<file path="config.mk">
export PLATFORM = sky130hd
export DESIGN_NAME = lelo_temp_readout
export DESIGN_NICKNAME = d
export VERILOG_FILES = /design/src/rtl/lelo_temp_pkg.sv /design/src/rtl/lelo_edge_counter.sv /design/src/rtl/lelo_temp_readout.sv
export SDC_FILE = /design/constraint.sdc
export NUM_CORES = 1
export LEC_CHECK = 0
export ABC_AREA = 1
export CORE_MARGIN = 1.5
export CORE_UTILIZATION = 33
export DETAILED_ROUTE_END_ITERATION = 12
export SLEW_MARGIN = 15
export SYNTH_ARGS = -nofsm -noshare
export SYNTH_HDL_FRONTEND = slang
export SYNTH_SLANG_ARGS = --single-unit
</file>
<file path="constraint.sdc">
create_clock -name clk -period 8.2 [get_ports clk]
set_input_delay 1.64 -clock clk [delete_from_list [all_inputs] [get_ports clk]]
set_output_delay 1.64 -clock clk [all_outputs]
set_load 0.1 [all_outputs]
</file>
<file path="src/rtl/lelo_temp_pkg.sv">
// ---------------------------------------------------------------------------
// lelo_temp_pkg
// Shared types and constants for the LELO ring-oscillator temperature readout.
//   state_t     : measurement FSM states
//   WIN_LOG2_W  : width of the window-size exponent input
//   ch_sel_w()  : width of a channel-select bus for a given channel count
// ---------------------------------------------------------------------------
package lelo_temp_pkg;

  localparam int WIN_LOG2_W = 5;

  typedef enum logic [1:0] {
    IDLE    = 2'd0,
    ARM     = 2'd1,
    MEASURE = 2'd2,
    LATCH   = 2'd3
  } state_t;

  // A single-channel build still needs a one-bit select port.
  function automatic int ch_sel_w(input int n_ch);
    return (n_ch > 1) ? $clog2(n_ch) : 1;
  endfunction

endpackage

</file>
<file path="src/rtl/lelo_edge_counter.sv">
// ---------------------------------------------------------------------------
// lelo_edge_counter
// One oscillator channel: synchroniser, rising-edge detector and a saturating
// edge counter.
//   clk, rst : system clock, synchronous active-high reset
//   osc      : asynchronous oscillator output
//   clr      : clears the counter and its overflow flag
//   en       : counts a detected edge this cycle; edges seen while low are lost
//   cnt      : edge count, sticks at all-ones
//   ovf      : set once the count has reached all-ones
// ---------------------------------------------------------------------------
module lelo_edge_counter #(
  parameter int SYNC_STAGES = 2,
  parameter int CNT_W       = 16
) (
  input  logic             clk,
  input  logic             rst,
  input  logic             osc,
  input  logic             clr,
  input  logic             en,
  output logic [CNT_W-1:0] cnt,
  output logic             ovf
);

  localparam logic [CNT_W-1:0] CNT_MAX = '1;

  logic [SYNC_STAGES-1:0] sync_q;
  logic                   prev_q;
  logic                   rise;

  // The synchroniser runs every cycle, independent of en, so the detector
  // always sees a settled level when counting resumes.
  // NOTE: sequential state uses non-blocking assignments so every flop samples
  // the pre-edge value of its neighbour; blocking here would collapse the chain.
  always_ff @(posedge clk) begin
    if (rst) begin
      sync_q <= '0;
      prev_q <= 1'b0;
    end else begin
      sync_q <= {sync_q[SYNC_STAGES-2:0], osc};
      prev_q <= sync_q[SYNC_STAGES-1];
    end
  end

  assign rise = sync_q[SYNC_STAGES-1] & ~prev_q;

  // Saturating count: the flag rises on the edge that reaches all-ones, and
  // the count never wraps past it.
  always_ff @(posedge clk) begin
    if (rst || clr) begin
      cnt <= '0;
      ovf <= 1'b0;
    end else if (en && rise) begin
      if (cnt != CNT_MAX) cnt <= cnt + CNT_W'(1);
      if (cnt >= CNT_MAX - CNT_W'(1)) ovf <= 1'b1;
    end
  end

endmodule

</file>
<file path="src/rtl/lelo_temp_readout.sv">
// ---------------------------------------------------------------------------
// lelo_temp_readout
// Multi-channel frequency readout for leakage-based ring-oscillator
// temperature sensors. Counts oscillator edges over a 2^k-clock gate window,
// latches per-channel saturating results and muxes one onto an 8-bit bus.
//   clk, rst  : system clock, synchronous active-high reset
//   ena       : clock enable for FSM, window counter and edge counters
//   osc_in    : asynchronous oscillator outputs, one per channel
//   start     : level, begins a measurement when sampled in IDLE
//   cont      : re-arm automatically after each window
//   win_log2  : window exponent, clamped to WIN_MAX, sampled in ARM
//   ch_sel    : channel shown on result / ovf / data_out
//   byte_sel  : 0 = result[7:0], 1 = result[15:8] on data_out
//   busy      : high in ARM, MEASURE and LATCH
//   done      : one-cycle pulse in LATCH
//   ovf       : saturation flag of the selected channel's last result
//   result    : last latched count of the selected channel
//   data_out  : selected byte of result
// ---------------------------------------------------------------------------
module lelo_temp_readout
  import lelo_temp_pkg::*;
#(
  parameter int N_CH        = 4,
  parameter int CNT_W       = 16,
  parameter int WIN_MAX     = 20,
  parameter int SYNC_STAGES = 2
) (
  input  logic                        clk,
  input  logic                        rst,
  input  logic                        ena,
  input  logic [N_CH-1:0]             osc_in,
  input  logic                        start,
  input  logic                        cont,
  input  logic [WIN_LOG2_W-1:0]       win_log2,
  input  logic [ch_sel_w(N_CH)-1:0]   ch_sel,
  input  logic                        byte_sel,
  output logic                        busy,
  output logic                        done,
  output logic                        ovf,
  output logic [CNT_W-1:0]            result,
  output logic [7:0]                  data_out
);

  localparam int WIN_W = WIN_MAX + 1;

  state_t                  state;
  logic [WIN_W-1:0]        win;
  logic [WIN_LOG2_W-1:0]   win_k;
  logic                    cnt_clr;
  logic                    cnt_en;
  logic [CNT_W-1:0]        cnt     [N_CH];
  logic [N_CH-1:0]         ovf_run;
  logic [CNT_W-1:0]        res_q   [N_CH];
  logic [N_CH-1:0]         res_ovf_q;
  logic [15:0]             res16;

  assign win_k   = (win_log2 > WIN_LOG2_W'(WIN_MAX)) ? WIN_LOG2_W'(WIN_MAX) : win_log2;
  assign cnt_clr = ena && (state == ARM);
  assign cnt_en  = ena && (state == MEASURE);

  for (genvar i = 0; i < N_CH; i++) begin : g_ch
    lelo_edge_counter #(
      .SYNC_STAGES (SYNC_STAGES),
      .CNT_W       (CNT_W)
    ) u_cnt (
      .clk (clk),
      .rst (rst),
      .osc (osc_in[i]),
      .clr (cnt_clr),
      .en  (cnt_en),
      .cnt (cnt[i]),
      .ovf (ovf_run[i])
    );
  end

  // Measurement FSM. win holds the remaining MEASURE cycles minus one, so a
  // window of 2^k cycles ends on the cycle that sees win == 0. done is cleared
  // whenever ena is low so a frozen LATCH never stretches the pulse.
  always_ff @(posedge clk) begin
    if (rst) begin
      state <= IDLE;
      win   <= '0;
      busy  <= 1'b0;
      done  <= 1'b0;
    end else if (!ena) begin
      done <= 1'b0;
    end else begin
      done <= 1'b0;
      unique case (state)
        IDLE: begin
          if (start) begin
            state <= ARM;
            busy  <= 1'b1;
          end
        end
        ARM: begin
          win   <= (WIN_W'(1) << win_k) - WIN_W'(1);
          state <= MEASURE;
        end
        MEASURE: begin
          if (win == '0) begin
            state <= LATCH;
            done  <= 1'b1;
          end else begin
            win <= win - WIN_W'(1);
          end
        end
        LATCH: begin
          state <= cont ? ARM : IDLE;
          busy  <= cont;
        end
        default: state <= IDLE;
      endcase
    end
  end

  // Result register file.
  // NOTE: the result array is reset explicitly because a reset must wipe
  // previous windows; arrays without that need are better left unreset.
  always_ff @(posedge clk) begin
    if (rst) begin
      for (int i = 0; i < N_CH; i++) res_q[i] <= '0;
      res_ovf_q <= '0;
    end else if (ena && (state == LATCH)) begin
      for (int i = 0; i < N_CH; i++) res_q[i] <= cnt[i];
      res_ovf_q <= ovf_run;
    end
  end

  // Output select; an out-of-range channel reads as zero.
  // NOTE: every output of this block gets a default first, so no path leaves
  // a value unassigned and no latch is inferred.
  always_comb begin
    result = '0;
    ovf    = 1'b0;
    if (int'(ch_sel) < N_CH) begin
      result = res_q[ch_sel];
      ovf    = res_ovf_q[ch_sel];
    end
  end

  if (CNT_W >= 16) begin : g_wide
    assign res16 = result[15:0];
  end else begin : g_narrow
    assign res16 = {{(16 - CNT_W){1'b0}}, result};
  end

  assign data_out = byte_sel ? res16[15:8] : res16[7:0];

endmodule

</file>
## Word level (Yosys, flattened, before mapping)

Memories as Yosys holds them, arrays and structs flattened.
Cells that the tools add are included.

| storage, ports and cells | value |
|---|---|
| RAM bits | 64 |
| memories | 1 |
| logic and storage cells | 105 |
| register bits | 109 |

Memories:

| name | words | width | rd ports | clocked after Yosys merged registers in | write ports | RTL line | text |
|---|---|---|---|---|---|---|---|
| res_q | 4 | 16 | 1 | 0 | 4 | lelo_temp_readout.sv:53 | `logic [CNT_W-1:0] res_q [N_CH];` |

| operators by class | value |
|---|---|
| add/sub/neg operators | 6 |
| reduce and logical (&&, ||, !) cells | 24 |
| shift-type cells | 1 |
| bitwise operators | 14 |
| order comparisons | 6 |
| mux-type cells | 22 |
| equality and inequality tests | 10 |

Operators by type and width:

| cell | number |
|---|---|
| $add 16x1->16 const B | 4 |
| $ge 16x16->1 const B | 4 |
| $mux 16 | 4 |
| $ne 16x16->1 const B | 4 |
| $pmux 21 s2 | 1 |
| $logic_not 21->1 | 1 |
| $mux 21 | 1 |
| $shl 1x5->21 const A | 1 |
| $sub 21x1->21 const B | 1 |
| $sub 21x2->21 const B | 1 |
| $reduce_and 2->1 | 8 |
| $mux 1 | 9 |
| $reduce_and 3->1 | 3 |
| $mux 8 | 1 |
| $pmux 2 s4 | 1 |
| $logic_and 1x1->1 | 7 |
| $not 1->1 | 6 |
| $gt 5x5->1 const B | 1 |
| $mux 5 | 1 |
| $and 1x1->1 | 4 |
| $eq 2x2->1 const B | 2 |
| $mux 2 | 2 |
| $ne 2x2->1 const B | 2 |
| $or 1x1->1 | 4 |
| 9 further kinds | 10 |

## Logic depth before layout (Yosys ltp)

Gate-level depths: netlist of run 1.

| logic depth | value |
|---|---|
| word-level depth | 6 |
| depth in mapped cells | 16 |
| gate-level depth less buffers | 15 |

## Hierarchy

A second synthesis of run 1 with hierarchy kept.

| second synthesis, totals | value |
|---|---|
| cells, all modules | 1289 |
| area total of the unflattened synthesis | 9492.9 µm² |

Modules (own cells, without submodules):

| module | seq. area each (µm²) | area an instance (µm²) | cells an instance | times used |
|---|---|---|---|---|
| lelo_temp_readout | 2502.4 | 5323.9 | 673 | 1 |
| lelo_edge_counter | 400.4 | 1042.2 | 154 | 4 |

## Least setup slack after synthesis of run 1

Ideal clock, no wire load.

| timing | value |
|---|---|
| path kind | in2out |
| start point | input port ch_sel[0] |
| end point | output port data_out[6] |
| cell stages on the path | 6 |
| path buffers | 2 |
| required time | 6.560 ns |
| path slack | 1.991 ns |
| arrival | 4.569 ns |
| cells stage by stage | clkbuf_1 -> inv_1 -> clkbuf_1 -> o21ai_0 -> o22ai_1 -> mux2_2 |

| on the way | value |
|---|---|
| word-level cells in the longest chain between the ends | 2 |

RTL lines:

| what | RTL line | text |
|---|---|---|
| from (decl) | lelo_temp_readout.sv:35 | `input logic [ch_sel_w(N_CH)-1:0] ch_sel,` |
| $mem_v2 4x16 | - |  |
| net result[6] | lelo_temp_readout.sv:40 | `output logic [CNT_W-1:0] result,` |
| $mux 8 | lelo_temp_readout.sv:148 | `assign data_out = byte_sel ? res16[15:8] : res16[7:0];` |
| to (decl) | lelo_temp_readout.sv:41 | `output logic [7:0] data_out` |

The timed path passes the listed nets, and every way through them passes these cells.

## Final worst setup path of run 1

| timing | value |
|---|---|
| start point | input port ch_sel[0] |
| end point | output port data_out[1] |

| on the way | value |
|---|---|
| word-level cells in the longest chain between the ends | 2 |

RTL lines:

| what | RTL line |
|---|---|
| $mem_v2 4x16 | - |
| $mux 8 | lelo_temp_readout.sv:148 |

Every way passes these cells.

==> impl_metrics.env, run 1 <==
export IMPL_status="finished clean"
export IMPL_setup_ws_ns=1.282
export IMPL_dp_hpwl_mm=15.98
export IMPL_num_vias=7719
export IMPL_cts_max_level=4
export IMPL_hold_viol=0
export IMPL_dieWidth_um=168.4
export IMPL_fill_cells=2788
export IMPL_area_growth_pct=15.02
export IMPL_worstPathRequired_ns=6.56
export IMPL_p_switching_mw=0.7874
export IMPL_via_per_inst=4.945
export IMPL_crit_top_cell="clkdlybuf4s50_1"
export IMPL_ys_types=45
export IMPL_grt_pass1_wl_mm=36.71
export IMPL_drive_above_1_share_pct=9.262
export IMPL_post_cts_setup_buffers=0
export IMPL_seqPwrFrac_pct=42.0
export IMPL_syn_inst=1181
export IMPL_crit_fanout=35
export IMPL_critical_path_class="in -> out"
export IMPL_io_buffers=43
export IMPL_clock_power_share_pct=37.1
export IMPL_post_route_period_util_pct=84.36
export IMPL_drc=0
export IMPL_hp_class="reg -> reg"
export IMPL_rsz0062_at_grt="no"
export IMPL_yosys_warnings=0
export IMPL_synth_area_mm2=0.009032
export IMPL_cts_root_buffer="clkbuf_16"
export IMPL_grt_total_usage_pct=16.20
export IMPL_endpoint_kind="output port"
export IMPL_drt_pass1_iter_count=4
export IMPL_clock_sinks=173
export IMPL_antenna_left=0
export IMPL_cp_top_family="buffers and inverters"
export IMPL_fin_crit_ns=6.918
export IMPL_max_cap_violations=0
export IMPL_cts_buffers=17
export IMPL_worstPathCellList="clkdlybuf4s50_1 > inv_1 > o21ai_0 > o22ai_1 > mux2_2 > clkdlybuf4s50_1"
export IMPL_drt_iter0_drc=516
export IMPL_grt_ovfl_total=0
export IMPL_grt_pass1_vias=7177
export IMPL_start_util_pct=33.61
export IMPL_die_h_um=168.4
export IMPL_grt_max_degree=69
export IMPL_swShare_pct=34.59
export IMPL_clk_pin_slew_ns=0.07
export IMPL_ys_seq_area_share_pct=45.44
export IMPL_final_max_slew_violation_count=0
export IMPL_dieArea_mm2=0.02837
export IMPL_internal_power_mw=1.489
export IMPL_setup_viol_count_final=0
export IMPL_ctsResizeCount=0
export IMPL_antenna_found_initial=0
export IMPL_synth_edff_count=64
export IMPL_diodes=0
export IMPL_ys_ff_latch=173
export IMPL_leakage_nw=3.721
export IMPL_pre_cts_ws_ns=1.367
export IMPL_slew_headroom_pct=29.09
export IMPL_finClkSkew_ns=0.01452
export IMPL_floorplan_rows=60
export IMPL_powerDensity_mw_per_mm2=219.1
export IMPL_max_freq_ghz=0.1446
export IMPL_tightest_slew_ns=1.057
export IMPL_crit_arrival_ns=5.28
export IMPL_synth_async_reset_ratio_pct=0
export IMPL_io_pins=44
export IMPL_combPwrFrac_pct=20.9
export IMPL_hold_buffers=0
export IMPL_finalWirelength_mm=22.33
export IMPL_nets=1238
export IMPL_synth_nets=1212
export IMPL_worst_path_largest_cell_delay_ns=1.12
export IMPL_worstSkewPairLatency_ns=0.44
export IMPL_cts_buffer_depth=2
export IMPL_crit_path_top_delay_cell="clkdlybuf4s50_1"
export IMPL_gp_congestion=0.8324
export IMPL_wire_per_inst_um=14.31
export IMPL_cts_tree="done"
export IMPL_crit_buf_inv=3
export IMPL_cp_start_kind="primary input"
export IMPL_setup_tns_ns=0
export IMPL_syn_area_per_cell_um2=7.648
export IMPL_coreArea_mm2=0.02688
export IMPL_ir_drop_mv=0.1115
export IMPL_synth_flop_cell="dfxtp_1"
[cell families after synthesis]
logic type	count (synthesis)	synth area share [%]
and+or+nand+nor	532	27.47
AOI/OAI and AO/OA	234	13.71
buffers and inverters	202	8.699
DFF	173	45.44
xor gates and xnor gates	18	1.745
adders and majority gates	14	1.939
muxes	8	0.9974
[metal layers]
layer | vias up | global-route usage [%] | wire, um
met1 | 3587 | 21.52 | 10800
met2 | 133 | 27.31 | 10540
met5 | - | 0 | 0
met3 | 22 | 2.868 | 720
met4 | 0 | 3.921 | 274
li1 | 3977 | - | -
[power by group through the flow]
| stage | clock network, mW | registers, mW | logic (mW) |
|---|---|---|---|
| after floorplan | 0 | 0.973 | 0.370 |
| after global placement | 0 | 0.977 | 0.468 |
| after detailed placement | 0 | 0.976 | 0.474 |
| after CTS | 0.863 | 0.957 | 0.475 |
| after global routing | 0.898 | 0.962 | 0.524 |
| final | 0.844 | 0.957 | 0.475 |
[area by class of cell]
cell class / count / area, um^2 / area share [%]
multi-input cells: 806 / 4154 / 39.99
flip-flops and latches: 173 / 4104 / 39.50
inverters: 162 / 609.3 / 5.865
repair buffers: 47 / 460.4 / 4.432
well taps: 341 / 426.7 / 4.107
clock buffers: 17 / 425.4 / 4.095
clock inverters: 15 / 209.0 / 2.011
[through the flow]
step | area [um^2] | instances | utilization, % | total power [mW] | hold slack (ns)
4_1_cts | 10390 | 1561 | 38.65 | 2.294 | 0.4087
5_1_grt | 10390 | 1561 | 38.65 | 2.384 | 0.4348
3_5_place_dp | 9754 | 1529 | 36.29 | 1.450 | 0.3982
3_3_place_gp | 9754 | 1529 | 36.29 | 1.445 | 0.3936
2_1_floorplan | 9032 | 1181 | - | 1.343 | 0.3883
6_report | 10390 | 1561 | 38.65 | 2.277 | 0.4053
[synthesized netlist by cell type, types with 8 or more instances]
cell type / count / area share, %
nand2_2: 9 / 0.62
nand3_1: 60 / 3.3
mux2_2: 8 / 1.0
nand4_1: 21 / 1.5
o21ai_0: 98 / 5.4
o21ai_1: 9 / 0.50
nor2_1: 203 / 8.4
clkbuf_1: 26 / 1.1
ha_1: 14 / 1.9
nor3_2: 8 / 0.89
nand2_1: 144 / 6.0
nor3_1: 42 / 2.3
xor2_1: 15 / 1.5
edfxtp_1: 64 / 21
a21oi_1: 91 / 5.0
dfxtp_1: 109 / 24
nor2_2: 10 / 0.69
inv_2: 11 / 0.46
inv_1: 150 / 6.2
a31oi_1: 9 / 0.62
o22ai_1: 18 / 1.2
[cells in the final DEF (no fill, tap or decap), drive strengths merged, types with 2 or more instances in the layout]
cell,netlist,routed
a21oi,91,91
a31oi,9,9
buf,14,4
clkbuf,26,17
clkdlybuf4s50,0,43
clkinv,1,11
dfxtp,109,109
edfxtp,64,64
ha,14,14
inv,161,166
mux2,8,8
nand2,159,159
nand3,66,66
nand3b,2,2
nand4,21,21
nor2,219,219
nor3,52,52
nor4,8,8
o2111ai,2,2
o21ai,109,109
o22ai,18,18
or2,4,4
xnor2,3,3
xor2,15,15
[flip-flops by register name (all words and copies together) (netlist names), 2 cells and up]
name               flops
g_ch.u_cnt.prev_q      4
win                   21
res_q                 64
g_ch.u_cnt.sync_q      8
state                  2
res_ovf_q              4
g_ch.u_cnt.cnt        64
g_ch.u_cnt.ovf         4
[worst paths after layout]
kind	from	to	slack, ns	cells after the start
hold reg to reg	g_ch[1].u_cnt.sync_q[0]	g_ch[1].u_cnt.sync_q[1]	0.41	2
hold / removal	g_ch[1].u_cnt.sync_q[0]	g_ch[1].u_cnt.sync_q[1]	0.41	2
setup / recovery	ch_sel[0]	data_out[1]	1.28	6
setup reg to reg	state[0]	win[0]	5.10	8
[worst min-delay path: stages (launching register included)]
cell and delay [ns]:
dfxtp_1 0.30, inv_1 0.04, nor2_1 0.03
Note: power is estimated with default switching activity, not from simulation.
==> run 2: changes to the inputs <==
- clock period: 8.2 -> 5.5 ns (I/O delays scaled with it)
==> impl_metrics.env, run 2 (synthesis results as in run 1) <==
export IMPL_status="finished clean"
export IMPL_fin_crit_ns=4.518
export IMPL_swShare_pct=33.58
export IMPL_post_route_period_util_pct=82.15
export IMPL_io_buffers=43
export IMPL_grt_use_met2_pct=26.75
export IMPL_floorplan_rows=60
export IMPL_cts_buffers=17
export IMPL_hp_class="reg -> reg"
export IMPL_grt_pass1_vias=7302
export IMPL_post_cts_setup_buffers=0
export IMPL_leakage_nw=3.843
export IMPL_cts_root_buffer="clkbuf_16"
export IMPL_cts_buffer_depth=2
export IMPL_crit_arrival_ns=3.42
export IMPL_ir_drop_mv=0.1643
export IMPL_grt_total_usage_pct=16.27
export IMPL_use_met3_pct=2.116
export IMPL_slew_headroom_pct=35.38
export IMPL_dp_cells=1531
export IMPL_clk_pin_slew_ns=0.07
export IMPL_hold_viol=0
export IMPL_use_met1_pct=22.29
export IMPL_io_pins=44
export IMPL_num_vias=7694
export IMPL_diodes=0
export IMPL_top_regs="g_ch.u_cnt.cnt: 64 flops, res_q: 64 flops, win: 21 flops"
export IMPL_drc=0
export IMPL_tightest_slew_ns=0.9663
export IMPL_wire_per_inst_um=14.15
export IMPL_finalWirelength_mm=22.12
export IMPL_die_h_um=168.4
export IMPL_drt_pass1_iter_count=5
export IMPL_drt_iter0_drc=634
export IMPL_seqPwrFrac_pct=42.3
export IMPL_p_switching_mw=1.132
export IMPL_clock_power_share_pct=35.1
export IMPL_crit_fanout=35
export IMPL_final_cell_mix="nor2_1 (203), inv_1 (149), nand2_1 (143)"
export IMPL_internal_power_mw=2.239
export IMPL_gp_congestion=0.8496
export IMPL_fill_cells=2729
export IMPL_max_cap_violations=0
export IMPL_start_util_pct=33.61
export IMPL_finClkSkew_ns=0.01644
export IMPL_cts_tree="done"
export IMPL_antenna_found_initial=0
export IMPL_top_usage_layer="met2"
export IMPL_dp_hpwl_mm=16.09
export IMPL_final_max_slew_violation_count=0
export IMPL_hold_ws_ns=0.4051
export IMPL_worstSkewPairLatency_ns=0.44
export IMPL_cts_max_level=4
export IMPL_endpoint_kind="output port"
export IMPL_area_growth_pct=17.43
export IMPL_worstPathRequired_ns=4.40
export IMPL_clock_sinks=173
export IMPL_nets=1240
export IMPL_fin_cells=1563
export IMPL_rsz0062_at_grt="no"
export IMPL_via_per_inst=4.923
export IMPL_antenna_left=0
export IMPL_dieWidth_um=168.4
export IMPL_grt_ovfl_total=0
export IMPL_total_power_mw=3.372
export IMPL_dieArea_mm2=0.02837
export IMPL_hold_buffers=0
export IMPL_critical_path_class="in -> out"
export IMPL_final_common_cell="nor2_1"
export IMPL_drive_above_1_share_pct=11.46
export IMPL_grt_pass1_wl_mm=36.88
export IMPL_final_util_pct=39.46
export IMPL_max_freq_ghz=0.2213
export IMPL_ctsResizeCount=0
export IMPL_cp_start_kind="primary input"
export IMPL_grt_max_degree=40
export IMPL_setup_tns_ns=0
export IMPL_powerDensity_mw_per_mm2=317.9
export IMPL_setup_viol_count_final=0
export IMPL_coreArea_mm2=0.02688
export IMPL_combPwrFrac_pct=22.6
run 2: changes by cell type in the layout (fill, tap and decap cells not counted), sizes merged:
cell / delta
clkdlybuf4s50: -25
clkinv: -6
buf: +27
inv: +3
clkinvlp: +2
clkbuf: +1
run 2: cell type report:
| type | instances | area (um^2) | area share, % |
|---|---|---|---|
| repair buffers | 49 | 738.2 | 6.960 |
| multi-input cells | 806 | 4154 | 39.16 |
| clock buffers | 18 | 429.2 | 4.046 |
| flip-flops and latches | 173 | 4104 | 38.69 |
| clock inverters | 14 | 145.1 | 1.368 |
| well taps | 341 | 426.7 | 4.023 |
| inverters | 162 | 609.3 | 5.745 |
run 2: power groups by stage:
stage / clock network (mW) / logic [mW] / registers, mW
finish: 1.18 / 0.761 / 1.43
global route: 1.26 / 0.837 / 1.43
CTS: 1.21 / 0.763 / 1.43
detailed placement: 0 / 0.761 / 1.45
global placement: 0 / 0.751 / 1.46
floorplan: 0 / 0.552 / 1.45
run 2: final timing paths:
kind                                              start                      end  slack (ns)  depth (start not counted)
worst min register to register  g_ch[0].u_cnt.sync_q[0]  g_ch[0].u_cnt.sync_q[1]        0.41                          2
worst max-delay path                          ch_sel[0]              data_out[3]        0.98                          7
worst max register to register                 state[0]                   win[0]        2.50                          8
worst min-delay path            g_ch[0].u_cnt.sync_q[0]  g_ch[0].u_cnt.sync_q[1]        0.41                          2
run 2: worst max-delay path, stage by stage:
cell and delay (ns):
clkdlybuf4s50_1 0.41, buf_4 0.23, inv_1 0.66, o21ai_0 0.20
o22ai_1 0.36, mux2_2 0.27, buf_12 0.17
run 2: routing by layer:
metal	up-vias	wire [um]
li1	3983	-
met1	3575	10780
met2	120	10450
met3	16	645
met4	0	240
met5	-	0
run 2: stage by stage:
stage / area (um^2) / setup WS [ns]
after global routing: 10610 / 0.7667
final: 10610 / 0.9816
after CTS: 10610 / 1.025
after floorplan: 9032 / 0.3709
after detailed placement: 10030 / 1.024
after global placement: 10030 / 1.085
